==> src/rtl/weight_inst_issuer.sv <==
// Weight-load instruction issuer: queues decoder instructions, validates each one,
// and hands valid ones to the weight loader one at a time via an ap_start/ap_done handshake.
`timescale 1ns/1ps
module weight_inst_issuer #(
    parameter int FIFO_DEPTH     = 4,
    parameter int BUF_DEPTH      = 8192,
    parameter int TIMEOUT_CYCLES = 65535
) (
    input  logic         kernel_clk,
    input  logic         kernel_rst,
    input  logic         inst_valid,
    output logic         inst_ready,
    input  logic [127:0] inst_data,
    output logic         ld_start,
    output logic [127:0] ld_inst,
    input  logic         ld_done,
    output logic         done_valid,
    output logic [15:0]  done_count,
    output logic         err_zero_len,
    output logic         err_range,
    output logic         err_size,
    output logic         err_timeout,
    input  logic         err_clear
);

    localparam int AW = $clog2(FIFO_DEPTH);
    localparam int TW = $clog2(TIMEOUT_CYCLES + 1);

    typedef enum logic [2:0] {
        IDLE,
        CHECK,
        ISSUE,
        WAIT,
        COMPLETE,
        HALT
    } state_t;

    state_t state, state_nxt;

    logic [127:0] fifo_mem [FIFO_DEPTH];
    logic [AW:0]  wr_ptr, rd_ptr, wr_nxt, rd_nxt, count_nxt;
    logic         push, pop, empty, full_nxt;
    logic [TW-1:0] tmo_cnt;

    logic [15:0] buf_start, rows, dram_bytes;
    logic [16:0] range_sum;
    logic [25:0] rows_bytes;
    logic        chk_zero, chk_range, chk_size, chk_fail;

    assign push      = inst_valid && inst_ready;
    assign pop       = (state == COMPLETE);
    assign empty     = (wr_ptr == rd_ptr);
    assign wr_nxt    = wr_ptr + {{AW{1'b0}}, push};
    assign rd_nxt    = rd_ptr + {{AW{1'b0}}, pop};
    assign count_nxt = wr_nxt - rd_nxt;
    assign full_nxt  = (count_nxt == (AW + 1)'(FIFO_DEPTH));

    // Checks are evaluated on the latched head, which is what the loader will see.
    assign buf_start  = ld_inst[47:32];
    assign rows       = ld_inst[63:48];
    assign dram_bytes = ld_inst[95:80];
    assign range_sum  = {1'b0, buf_start} + {1'b0, rows};
    assign rows_bytes = {10'b0, rows} << 10;
    assign chk_zero   = (rows == 16'd0);
    assign chk_range  = (range_sum > 17'(BUF_DEPTH));
    assign chk_size   = ({10'b0, dram_bytes} != rows_bytes);
    assign chk_fail   = chk_zero || chk_range || chk_size;

    always_comb begin
        state_nxt = state;
        case (state)
            IDLE:     if (!empty) state_nxt = CHECK;
            CHECK:    state_nxt = chk_fail ? COMPLETE : ISSUE;
            ISSUE:    state_nxt = WAIT;
            WAIT: begin
                if (ld_done)
                    state_nxt = COMPLETE;
                else if (tmo_cnt == TW'(TIMEOUT_CYCLES - 1))
                    state_nxt = HALT;
            end
            COMPLETE: state_nxt = IDLE;
            HALT:     state_nxt = HALT;
            default:  state_nxt = IDLE;
        endcase
    end

    always_ff @(posedge kernel_clk or posedge kernel_rst) begin
        if (kernel_rst) begin
            state  <= IDLE;
            wr_ptr <= '0;
            rd_ptr <= '0;
        end else begin
            state  <= state_nxt;
            wr_ptr <= wr_nxt;
            rd_ptr <= rd_nxt;
        end
    end

    always_ff @(posedge kernel_clk) begin
        if (push)
            fifo_mem[wr_ptr[AW-1:0]] <= inst_data;
    end

    // Outputs are registered from the next state so they line up with the state they describe.
    always_ff @(posedge kernel_clk or posedge kernel_rst) begin
        if (kernel_rst) begin
            inst_ready <= 1'b0;
            ld_start   <= 1'b0;
            ld_inst    <= '0;
            done_valid <= 1'b0;
            done_count <= '0;
            tmo_cnt    <= '0;
        end else begin
            inst_ready <= !full_nxt && (state_nxt != HALT);
            ld_start   <= (state_nxt == ISSUE);
            done_valid <= (state_nxt == COMPLETE);
            if (state_nxt == COMPLETE)
                done_count <= done_count + 16'd1;
            if (state == IDLE && !empty)
                ld_inst <= fifo_mem[rd_ptr[AW-1:0]];
            if (state == ISSUE)
                tmo_cnt <= '0;
            else if (state == WAIT && state_nxt == WAIT)
                tmo_cnt <= tmo_cnt + TW'(1);
        end
    end

    // A new error outranks a simultaneous clear; the timeout flag only resets.
    always_ff @(posedge kernel_clk or posedge kernel_rst) begin
        if (kernel_rst) begin
            err_zero_len <= 1'b0;
            err_range    <= 1'b0;
            err_size     <= 1'b0;
            err_timeout  <= 1'b0;
        end else begin
            err_zero_len <= (err_zero_len && !err_clear) || (state == CHECK && chk_zero);
            err_range    <= (err_range    && !err_clear) || (state == CHECK && chk_range);
            err_size     <= (err_size     && !err_clear) || (state == CHECK && chk_size);
            err_timeout  <= err_timeout || (state == WAIT && state_nxt == HALT);
        end
    end

endmodule
==> config.mk <==
export PLATFORM = sky130hd
export DESIGN_NAME = weight_inst_issuer
export DESIGN_NICKNAME = d
export VERILOG_FILES = /design/src/rtl/weight_inst_issuer.sv
export SDC_FILE = /design/constraint.sdc
export NUM_CORES = 1
export LEC_CHECK = 0
export ABC_AREA = 1
export CORE_MARGIN = 2
export CORE_UTILIZATION = 59
export DETAILED_ROUTE_END_ITERATION = 12
export GPL_ROUTABILITY_DRIVEN = 0
export HOLD_SLACK_MARGIN = 0.08
export PLACE_DENSITY = 0.83
export SLEW_MARGIN = 20
export SYNTH_ARGS = -nofsm -noshare
export SYNTH_HDL_FRONTEND = slang
export SYNTH_SLANG_ARGS = --single-unit
==> constraint.sdc <==
create_clock -name kernel_clk -period 29.3 [get_ports kernel_clk]
set_input_delay 2.93 -clock kernel_clk [delete_from_list [all_inputs] [get_ports kernel_clk]]
set_output_delay 2.93 -clock kernel_clk [all_outputs]
set_load 0.01 [all_outputs]
==> results of run 1 <==
-- worst max-delay path: stages --
cell and delay, ns:
clkdlybuf4s50_1 0.47, nand2_1 0.22, nor3_2 0.19, buf_4 0.84
buf_4 0.88
-- where the power goes --
group          internal [mW]  switching (mW)
registers               1.29           0.166
clock network          0.493           0.356
logic                  0.472           0.789
total                   2.26            1.31
-- metal layers --
layer / global-route usage, % / vias up / routed length [um] / part of all wire [%]
met5: 0 / - / 36 / 0.055
met4: 12.2 / 6 / 2280 / 3.5
met3: 5.29 / 149 / 5610 / 8.6
met2: 44.7 / 860 / 31900 / 49
met1: 36.2 / 9262 / 25300 / 39
li1: - / 8551 / - / -
-- sequential cells by signal, indices dropped and copies added (netlist names) --
register	flops
ld_inst	128
state	3
fifo_mem	512
err_zero_len	1
done_valid	1
ld_start	1
inst_ready	1
err_size	1
wr_ptr	3
done_count	16
err_timeout	1
err_range	1
rd_ptr	3
tmo_cnt	16
-- cell usage after synthesis, types with 2 or more instances --
cell,count
or2_2,2
nor3_1,21
xor2_1,15
buf_6,3
nand2_2,2
nor3b_1,2
a31oi_1,114
a21o_1,2
o22ai_1,16
inv_1,95
nand3_1,52
nand4_1,10
o21ai_0,292
nand3b_1,3
nor4_1,7
a21oi_1,22
edfxtp_1,512
nand2_1,150
buf_1,5
xnor2_1,12
nor2_1,638
clkbuf_1,110
dfrtp_1,176
ha_1,25
-- final cells by class --
| cell class | count | area (um^2) | share of cell area, % |
|---|---|---|---|
| flip-flops and latches | 688 | 19800 | 60.6 |
| multi-input cells | 1397 | 6570 | 20.1 |
| repair buffers | 300 | 2970 | 9.09 |
| clock buffers | 93 | 1910 | 5.85 |
| well taps | 600 | 751 | 2.30 |
| inverters | 96 | 383 | 1.17 |
| clock inverters | 29 | 253 | 0.774 |
| diodes | 11 | 27.5 | 0.0843 |
-- how the worst min path moves through the flow --
stage	startpoint	to	slack [ns]	cells past startpoint
floorplan	tmo_cnt[5]$_DFFE_PP0P_	tmo_cnt[5]$_DFFE_PP0P_	0.46	1
global placement	err_timeout$_DFF_PP0_	err_timeout$_DFF_PP0_	0.47	2
detailed placement	err_timeout$_DFF_PP0_	err_timeout$_DFF_PP0_	0.48	2
CTS	tmo_cnt[5]$_DFFE_PP0P_	tmo_cnt[5]$_DFFE_PP0P_	0.49	1
global route	err_timeout$_DFF_PP0_	err_timeout$_DFF_PP0_	0.51	2
finish	done_count[4]$_DFFE_PP0P_	done_count[4]$_DFFE_PP0P_	0.50	2
-- logic make-up (layout without fill, tap and decap cells) --
group | Yosys count | in the layout | synth area share [%]
other | 0 | 11 | 0
AND/OR/NAND/NOR | 892 | 892 | 13.0
flip-flops | 688 | 688 | 72.8
AO/OA/AOI/OAI | 452 | 452 | 9.03
buffers and inverters | 214 | 518 | 3.04
adder cells (fa/ha/maj) | 26 | 26 | 1.23
XOR/XNOR | 27 | 27 | 0.871
==> summary.md, run 1 <==
| Metric | Value |
|---|---|
| Status | finished clean |
| Tot GR Track Use | between 20% and 30% |
| Cell Area, Placed | between 0.03 and 0.04 mm^2 |
| DR vias | 18,800 |
| Final core utilization | 71.9% |
| Final hold violation count | 0 |
| Max Cap Viol | 0 |
| Pin count of the biggest net entering global routing | roughly 160 |
| Crit-path max FO | 68 |
| Setup crit start kind | primary input |
| Clock Tree Root | clkbuf_16 |
| Max Slew Vio Count | 0 |
| WL/cell | around 20 um |
| Post-synthesis cell area | approximately 0.027 mm^2 |
| Mapped Cells | around 2,300 |
| Hold WC Path Type | register to register |
| RSZ-0062 raised after global routing | false |
| TritonRoute pass-1 iters | 6 |
| Post-Syn Nets | roughly 2,500 |
| Std cell rows | 78 |
| CP arrival | approximately 5.6 ns |
| Dpl hpwl | ~37,000 um |
| R2R setup slack | about 25 ns |
| Setup Skew | 0.0268 ns |
| Reg-to-Reg Start | rd_ptr[0]$_DFF_PP0_ |
| Dominant cell type by area after synthesis | edfxtp_1 |
| Reg2Reg Depth | 8 |
| Routed vias/inst | about 5.9 |
| Clock latency on the worst-skew pair | slightly below 0.6 ns |
| Fraction of layout cells with a size suffix above 1 | slightly above 5% |
| Critical Path RT | between 20 and 30 ns |
| Die area | ~0.048 mm^2 |
| Vias in the first global route | 18,900 |
| Post-route DRC | 0 |
| Most frequent cells in the layout | 638 x nor2_1, 512 x edfxtp_1, 292 x o21ai_0, 283 x clkdlybuf4s50_1, 174 x dfrtp_1 |
| Die Y | about 220 um |
| Final instance area | between 0.03 and 0.04 mm^2 |
| First-pass GRT wire length | about 100,000 um |
| Crit end category | register |
| CTS tree | built |
| Slew at the pin with the worst max-slew slack | roughly 1.1 ns |
| Count of cell types in the netlist | 37 |
| Sum Neg Setup Slack | 0 ns |
| Worst R2R End | ld_inst[24]$_DFFE_PP0P_ |
| Leakage power | between 10 and 15 nW |
| Commonest non-fill, non-tap cell in the layout | nor2_1 |
| Crit path kind | primary input to register |
| Placed Cells | 3,081 |
| CTS sink count | around 690 |
| Top post-synthesis cells by area | edfxtp_1 57%, dfrtp_1 16%, nor2_1 8.8% |
| Post-synth EDFFs | about 510 |
| Yosys warns | 0 |
| # setup viols final | 0 |
| Syn Area/Cell | approximately 12 um^2 |
| Layout area overhead | 20.2% |
| Boundary Pins | about 280 |
| Worst-path clk slew | 0.06 ns |
| Hold WS | 0.497 ns |
| H-tree Lvls | 3 |
| Die width | approximately 220 um |
| Critical path endpoint | fifo_mem[0][62]$_DFFE_PP_ |
| Drt initial violations | between 1,500 and 2,000 |
| Fillers | about 2,800 |
| Seq/Total Area, Yosys | about 73% |
| #FFs+latches synth | slightly below 700 |
| F_max | around 180 MHz |
| Final min period | approximately 5.4 ns |
| Total power | ~3.6 mW |
| Post-CTS sizing | 0 |
| Clk buf depth | 3 |
| Slew HR | 28.3% |
| Async S/R FF share, synth | between 20 and 30% |
| IO Port Bufs | 283 |
| Final period util | between 15 and 20% |
| Layout net count | 2,710 |
| Hold-fix buffers at CTS | 0 |
| Total grt overflow | 0 |
| Post-DRT Antenna Nets | 0 |
| Initial Utilization | 59.8% |
| Initial antenna violation count | 14 |
| Setup slack at placement | 23.28 ns |
| Final WL | around 65,000 um |
| Final cell count without fillers | 3,214 |
| Pwr dens | 109 mW/mm^2 |
| Setup crit start | inst_valid |
| Core Area | 0.0454 mm^2 |
| Peak supply drop | around 0.09 mV |
| Yosys top cell area share | roughly 57% |
| Setup repair bufs after CTS | 0 |
| Synth Flop Type | edfxtp_1 |
| Total CTS buffers | slightly below 70 |
| Worst setup margin | between 20 and 25 ns |
Power figures use the tool's default switching activity.
==> run 2, diff against run 1 <==
--- a/config.mk
+++ b/config.mk
@@ -7,11 +7,11 @@
 export LEC_CHECK = 0
 export ABC_AREA = 1
 export CORE_MARGIN = 2
-export CORE_UTILIZATION = 59
+export CORE_UTILIZATION = 57
 export DETAILED_ROUTE_END_ITERATION = 12
 export GPL_ROUTABILITY_DRIVEN = 0
 export HOLD_SLACK_MARGIN = 0.08
-export PLACE_DENSITY = 0.83
+export PLACE_DENSITY = 0.8
 export SLEW_MARGIN = 20
 export SYNTH_ARGS = -nofsm -noshare
 export SYNTH_HDL_FRONTEND = slang
==> constraint.sdc (replaced) <==
create_clock -name kernel_clk -period 5.16 [get_ports kernel_clk]
set_input_delay 0.516 -clock kernel_clk [delete_from_list [all_inputs] [get_ports kernel_clk]]
set_output_delay 0.516 -clock kernel_clk [all_outputs]
set_load 0.01 [all_outputs]
==> summary.md, run 2 (synthesis gave the netlist of run 1 again) <==
| Metric | Value |
|---|---|
| Status | finished clean |
| Routed vias/inst | between 5 and 6 |
| Leakage power | 11.9 nW |
| WL/cell | ~20 um |
| Setup repair bufs after CTS | 0 |
| Layout net count | 2,715 |
| Slew at the pin with the worst max-slew slack | around 1.1 ns |
| Post-route DRC | 0 |
| Pin count of the biggest net entering global routing | approximately 170 |
| Final WL | ~64,000 um |
| # setup viols final | 0 |
| Crit end category | register |
| Hold WC Path Type | register to register |
| Peak supply drop | a little over 0.4 mV |
| Max Slew Vio Count | 0 |
| Most frequent cells in the layout | 638 x nor2_1, 512 x edfxtp_1, 292 x o21ai_0, 283 x clkdlybuf4s50_1, 174 x dfrtp_1 |
| WHS Path Cells | 1 |
| Vias in the first global route | between 15,000 and 20,000 |
| Post-DRT Antenna Nets | 0 |
| Std cell rows | a little under 80 |
| Register area | about 0.020 mm^2 |
| Layout area overhead | 20.7% |
| Hold WS | about 0.50 ns |
| Final hold violation count | 0 |
| RSZ-0062 raised after global routing | false |
| Worst-path clk slew | 0.06 ns |
| Final period util | between 60 and 70% |
| Drt initial violations | 1,721 |
| Critical Path RT | around 5.7 ns |
| Hold-fix buffers at CTS | 0 |
| CTS tree | built |
| Setup crit start kind | register |
| DR vias | approximately 19,000 |
| CP arrival | between 3 and 4 ns |
| Die area | approximately 0.05 mm^2 |
| First-pass GRT wire length | between 90,000 and 100,000 um |
| Total grt overflow | 0 |
| Max Cap Viol | 0 |
| Fraction of layout cells with a size suffix above 1 | about 5.3% |
| Total CTS buffers | 69 |
| Boundary Pins | about 280 |
| Initial Utilization | roughly three fifths |
| Final min period | 3.20 ns |
| TritonRoute pass-1 iters | 7 |
| Post-CTS sizing | 0 |
| Core Area | roughly 0.047 mm^2 |
| Final core utilization | 70.1% |
| Tot GR Track Use | between 20% and 30% |
| CTS sink count | 688 |
| Setup Skew | 0.0186 ns |
| Pwr dens | ~620 mW/mm^2 |
| IO Port Bufs | 283 |
| Crit-path max FO | between 150 and 200 |
| Dpl hpwl | between 30,000 and 40,000 um |
| Reg2Reg Depth | 7 |
| Commonest non-fill, non-tap cell in the layout | nor2_1 |
| Initial antenna violation count | 6 |
| Clk buf depth | 3 |
| R2R setup slack | slightly below 2 ns |
| Fillers | between 3,000 and 4,000 |
| Largest register FFs | between 500 and 600 |
| F_max | roughly 310 MHz |
| H-tree Lvls | 3 |
| Clock Tree Root | clkbuf_16 |
| Die Y | ~220 um |
| Crit path kind | register to register |
| Slew HR | between 20% and 30% |
| Multi-input logic area | approximately 0.0066 mm^2 |
| Die width | around 220 um |
| Clock latency on the worst-skew pair | around 0.6 ns |
-- run 2: cell types whose count changed in the layout (fill, tap and decap cells not counted), moves of 2 or more --
| cell | change |
|---|---|
| diode_2 | -7 |
| clkinv_2 | -4 |
| nor3_2 | -4 |
| nor3_4 | +4 |
| buf_4 | +3 |
| clkbuf_1 | +3 |
| buf_12 | +2 |
| clkinv_1 | +2 |
| clkinv_8 | +2 |
-- run 2: cell type report --
type                            instances  share of cell area (%)
Inverter                               96                    1.16
Clock buffer                           96                    5.89
Sequential cell                       688                    60.4
Clock inverter                         31                   0.878
Multi-Input combinational cell       1397                    20.1
Timing Repair Buffer                  304                    9.21
Tap cell                              607                    2.32
Antenna cell                            4                  0.0305
-- run 2: critical path, cell delays in order, from the launching register on --
cell	delay [ns]
dfrtp_4	1.03
xnor2_1	0.15
nand3_1	0.11
nand2_1	0.17
inv_8	0.66
buf_12	0.44
nor2_1	0.09
a31oi_1	0.20
-- run 2: final timing paths --
kind                                           endpoint                   start
max in group asynchronous       ld_inst[10]$_DFFE_PP0P_              kernel_rst
worst min register to register   tmo_cnt[5]$_DFFE_PP0P_  tmo_cnt[5]$_DFFE_PP0P_
worst min-delay path             tmo_cnt[5]$_DFFE_PP0P_  tmo_cnt[5]$_DFFE_PP0P_
worst max register to register  ld_inst[19]$_DFFE_PP0P_     rd_ptr[0]$_DFF_PP0_
min in group asynchronous       tmo_cnt[14]$_DFFE_PP0P_              kernel_rst
worst max-delay path            ld_inst[19]$_DFFE_PP0P_     rd_ptr[0]$_DFF_PP0_
-- run 2: power breakdown --
part	switching (mW)	internal, mW
Sequential	0.885	7.34
Clock	2.02	2.84
Combinational	4.51	2.70
Total	7.41	12.9
-- run 2: per-layer routing --
layer	global-route usage, %	vias up	share of wire, %
li1	-	8557	-
met1	33.3	9059	40
met2	43.2	731	49
met3	5.50	159	7.1
met4	11.1	6	3.7
met5	0	-	0.065
-- run 2: stage by stage --
step                std cells  power, mW  worst slack [ns]  cell area, um^2  setup TNS (ns)
global route             3222       21.5              1.73            32800               0
detailed placement       3092       15.5              2.02            30500               0
global placement         3092       15.2              2.13            30500               0
CTS                      3219       20.4              2.01            32800               0
finish                   3223       20.3              1.96            32800               0
floorplan                2299       12.7            -0.993            27200         -508.39
==> run 3, diff against run 2 <==
--- a/config.mk
+++ b/config.mk
@@ -7,11 +7,11 @@
 export LEC_CHECK = 0
 export ABC_AREA = 1
 export CORE_MARGIN = 2
-export CORE_UTILIZATION = 57
+export CORE_UTILIZATION = 51
 export DETAILED_ROUTE_END_ITERATION = 12
 export GPL_ROUTABILITY_DRIVEN = 0
 export HOLD_SLACK_MARGIN = 0.08
-export PLACE_DENSITY = 0.8
+export PLACE_DENSITY = 0.76
 export SLEW_MARGIN = 20
 export SYNTH_ARGS = -nofsm -noshare
 export SYNTH_HDL_FRONTEND = slang
==> constraint.sdc (replaced) <==
create_clock -name kernel_clk -period 2.65 [get_ports kernel_clk]
set_input_delay 0.265 -clock kernel_clk [delete_from_list [all_inputs] [get_ports kernel_clk]]
set_output_delay 0.265 -clock kernel_clk [all_outputs]
set_load 0.01 [all_outputs]
==> summary.md, run 3 (synthesis gave the netlist of run 1 again) <==
| Metric | Value |
|---|---|
| CP arrival | 3.18 ns |
| Worst path depth | 17 |
| Worst-path clk slew | roughly 0.06 ns |
| Slew HR | roughly 46% |
| Failing checks | setup timing |
| Layout area overhead | 24.7% |
| Layout net count | between 2,000 and 3,000 |
| Crit-path max FO | 9 |
| Top delay family on crit path | simple AND/OR/NAND/NOR gates |
| Core Area | approximately 0.053 mm^2 |
| Dpl hpwl | slightly below 40,000 um |
| Total CTS buffers | between 70 and 80 |
| Reg2Reg Depth | 17 |
| CP peak stage delay | about 0.41 ns |
| Most frequent cells in the layout | 637 x nor2_1, 512 x edfxtp_1, 291 x o21ai_0, 283 x clkdlybuf4s50_1, 171 x dfrtp_1 |
| CTS sink count | roughly 690 |
| Total grt overflow | 0 |
| Worst setup margin | -0.0344 ns |
| Worst path cell trace | ha_4 -> fa_2 -> nand2_1 -> nand2_2 -> nand3_1 -> nand2_1 -> nand2_1 -> nand3b_1 -> nand2_1 -> nand3_1 -> o21bai_2 -> nand3_2 -> nand2_4 -> nand2_8 -> buf_16 -> nand3_2 -> nand2_1 |
| Setup Skew | around 0.017 ns |
| Fraction of layout cells with a size suffix above 1 | 8.58% |
| Initial Utilization | 51.6% |
| Std cell rows | 84 |
| DR vias | 18,700 |
| IO Port Bufs | about 280 |
| Clock Tree Root | clkbuf_16 |
| Crit end category | register |
| Die Y | about 230 um |
| Max Cap Viol | 0 |
| Final min period | 2.68 ns |
| Die width | ~230 um |
| Pwr dens | about 1200 mW/mm^2 |
| Clock latency on the worst-skew pair | ~0.6 ns |
| Final WL | between 60,000 and 70,000 um |
| Pin count of the biggest net entering global routing | 121 |
| Slew at the pin with the worst max-slew slack | about 0.8 ns |
| First-pass GRT wire length | around 100,000 um |
| WP buf/inv | 1 |
| WL/cell | just under 20 um |
| Critical Path RT | 3.14 ns |
| Routed vias/inst | between 5 and 6 |
| TritonRoute pass-1 iters | 7 |
| Crit path kind | register to register |
| H-tree Lvls | 3 |
| Clk buf depth | 3 |
| Leakage power | 12.4 nW |
| Largest register FFs | between 500 and 600 |
| RSZ-0062 raised after global routing | true |
| Commonest non-fill, non-tap cell in the layout | nor2_1 |
| Die area | 0.0551 mm^2 |
| Status | finished with violations |
| F_max | roughly 370 MHz |
| Peak supply drop | 0.856 mV |
| Max Slew Vio Count | 0 |
| Setup crit start kind | register |
| Total power | roughly 42 mW |
| CP max stage cell | dfrtp_1 |
| Sum Neg Setup Slack | -0.431 ns |
| Tot GR Track Use | a little under a quarter |
| CTS tree | built |
| Post-route DRC | 0 |
| Post-DRT Antenna Nets | 0 |
| # setup viols final | 19 |
| Final hold violation count | 0 |
| Drt initial violations | between 1,500 and 2,000 |
| Final period util | 101% |
| Initial antenna violation count | 7 |
| CP dominant cell by count | nand2_1 |
| WHS Path Cells | 1 |
| Boundary Pins | around 280 |
| Hold WC Path Type | primary input to register |
| Vias in the first global route | around 19,000 |
run 3: changes by cell type in the layout (fill, tap and decap cells not counted), sizes merged:
cell | before | now
clkinv | 22 | 19
diode | 4 | 3
clkinvlp | 3 | 6
inv | 98 | 96
dlygate4sd3 | 0 | 1
clkbuf | 96 | 106
bufinv | 4 | 3
buf | 21 | 70
run 3: area by class of cell:
type                    count  area, um^2
flip-flops and latches    688       19800
repair buffers            355        3710
well taps                 688         861
fillers                  3764       18800
clock buffers             105        2120
clock inverters            28         240
multi-input cells        1397        6760
inverters                  96         382
diodes                      3        7.51
run 3: per-stage QoR:
step                cells  instance area [um^2]  setup slack (ns)  utilization [%]  hold WS [ns]
floorplan            2299                 27200             -1.42                -         0.361
global placement     3215                 31200           -0.0832             59.3         0.473
detailed placement   3215                 31200            -0.144             59.3         0.485
CTS                  3355                 33700            0.0345             64.0         0.249
global route         3359                 33900            -0.134             64.3         0.268
finish               3360                 33900           -0.0344             64.3         0.284
run 3: worst register-to-register path: cells and delay by family, from the launching register on:
kind / cells / cell delay, ns
AND/OR/NAND/NOR: 13 / 1.24
adder cells (fa/ha/maj): 2 / 0.56
AO/OA/AOI/OAI: 1 / 0.19
flip-flops: 1 / 0.41
buffers and inverters: 1 / 0.18
run 3: where the power goes:
part / switching, mW / leakage (nW) / total, mW / internal (mW)
clock network: 4.09 / 1.15 / 9.96 / 5.88
logic: 9.82 / 4.50 / 16.2 / 6.33
registers: 1.23 / 6.71 / 15.5 / 14.3
run 3: per-layer routing:
metal,vias up,global-route usage (%),part of all wire [%]
li1,8690,-,-
met5,-,0,0.066
met3,137,5.19,7.3
met1,9175,30.2,40
met2,684,40.5,50
met4,8,9.28,3.0
run 3: path summary, 6_finish.rpt:
kind                                               from                         to  slack [ns]
worst max-delay path            ld_inst[32]$_DFFE_PP0P_  done_count[2]$_DFFE_PP0P_       -0.03
worst min-delay path                      inst_data[17]  fifo_mem[1][17]$_DFFE_PP_        0.28
worst max register to register  ld_inst[32]$_DFFE_PP0P_  done_count[2]$_DFFE_PP0P_       -0.03
worst min register to register   tmo_cnt[2]$_DFFE_PP0P_     tmo_cnt[2]$_DFFE_PP0P_        0.51
max in group asynchronous                    kernel_rst     ld_inst[8]$_DFFE_PP0P_        1.41
min in group asynchronous                    kernel_rst     tmo_cnt[0]$_DFFE_PP0P_        0.53
run 3: timing repair:
item | in CTS | in global routing
hold buffers | 1 | 0
setup endpoints to repair | 19 | 20
pin swaps | 3 | 5
gates resized for setup | 9 | 29
setup buffers | 5 | 1
gates cloned | 1 | 1
hold endpoints to repair | 5 | 0
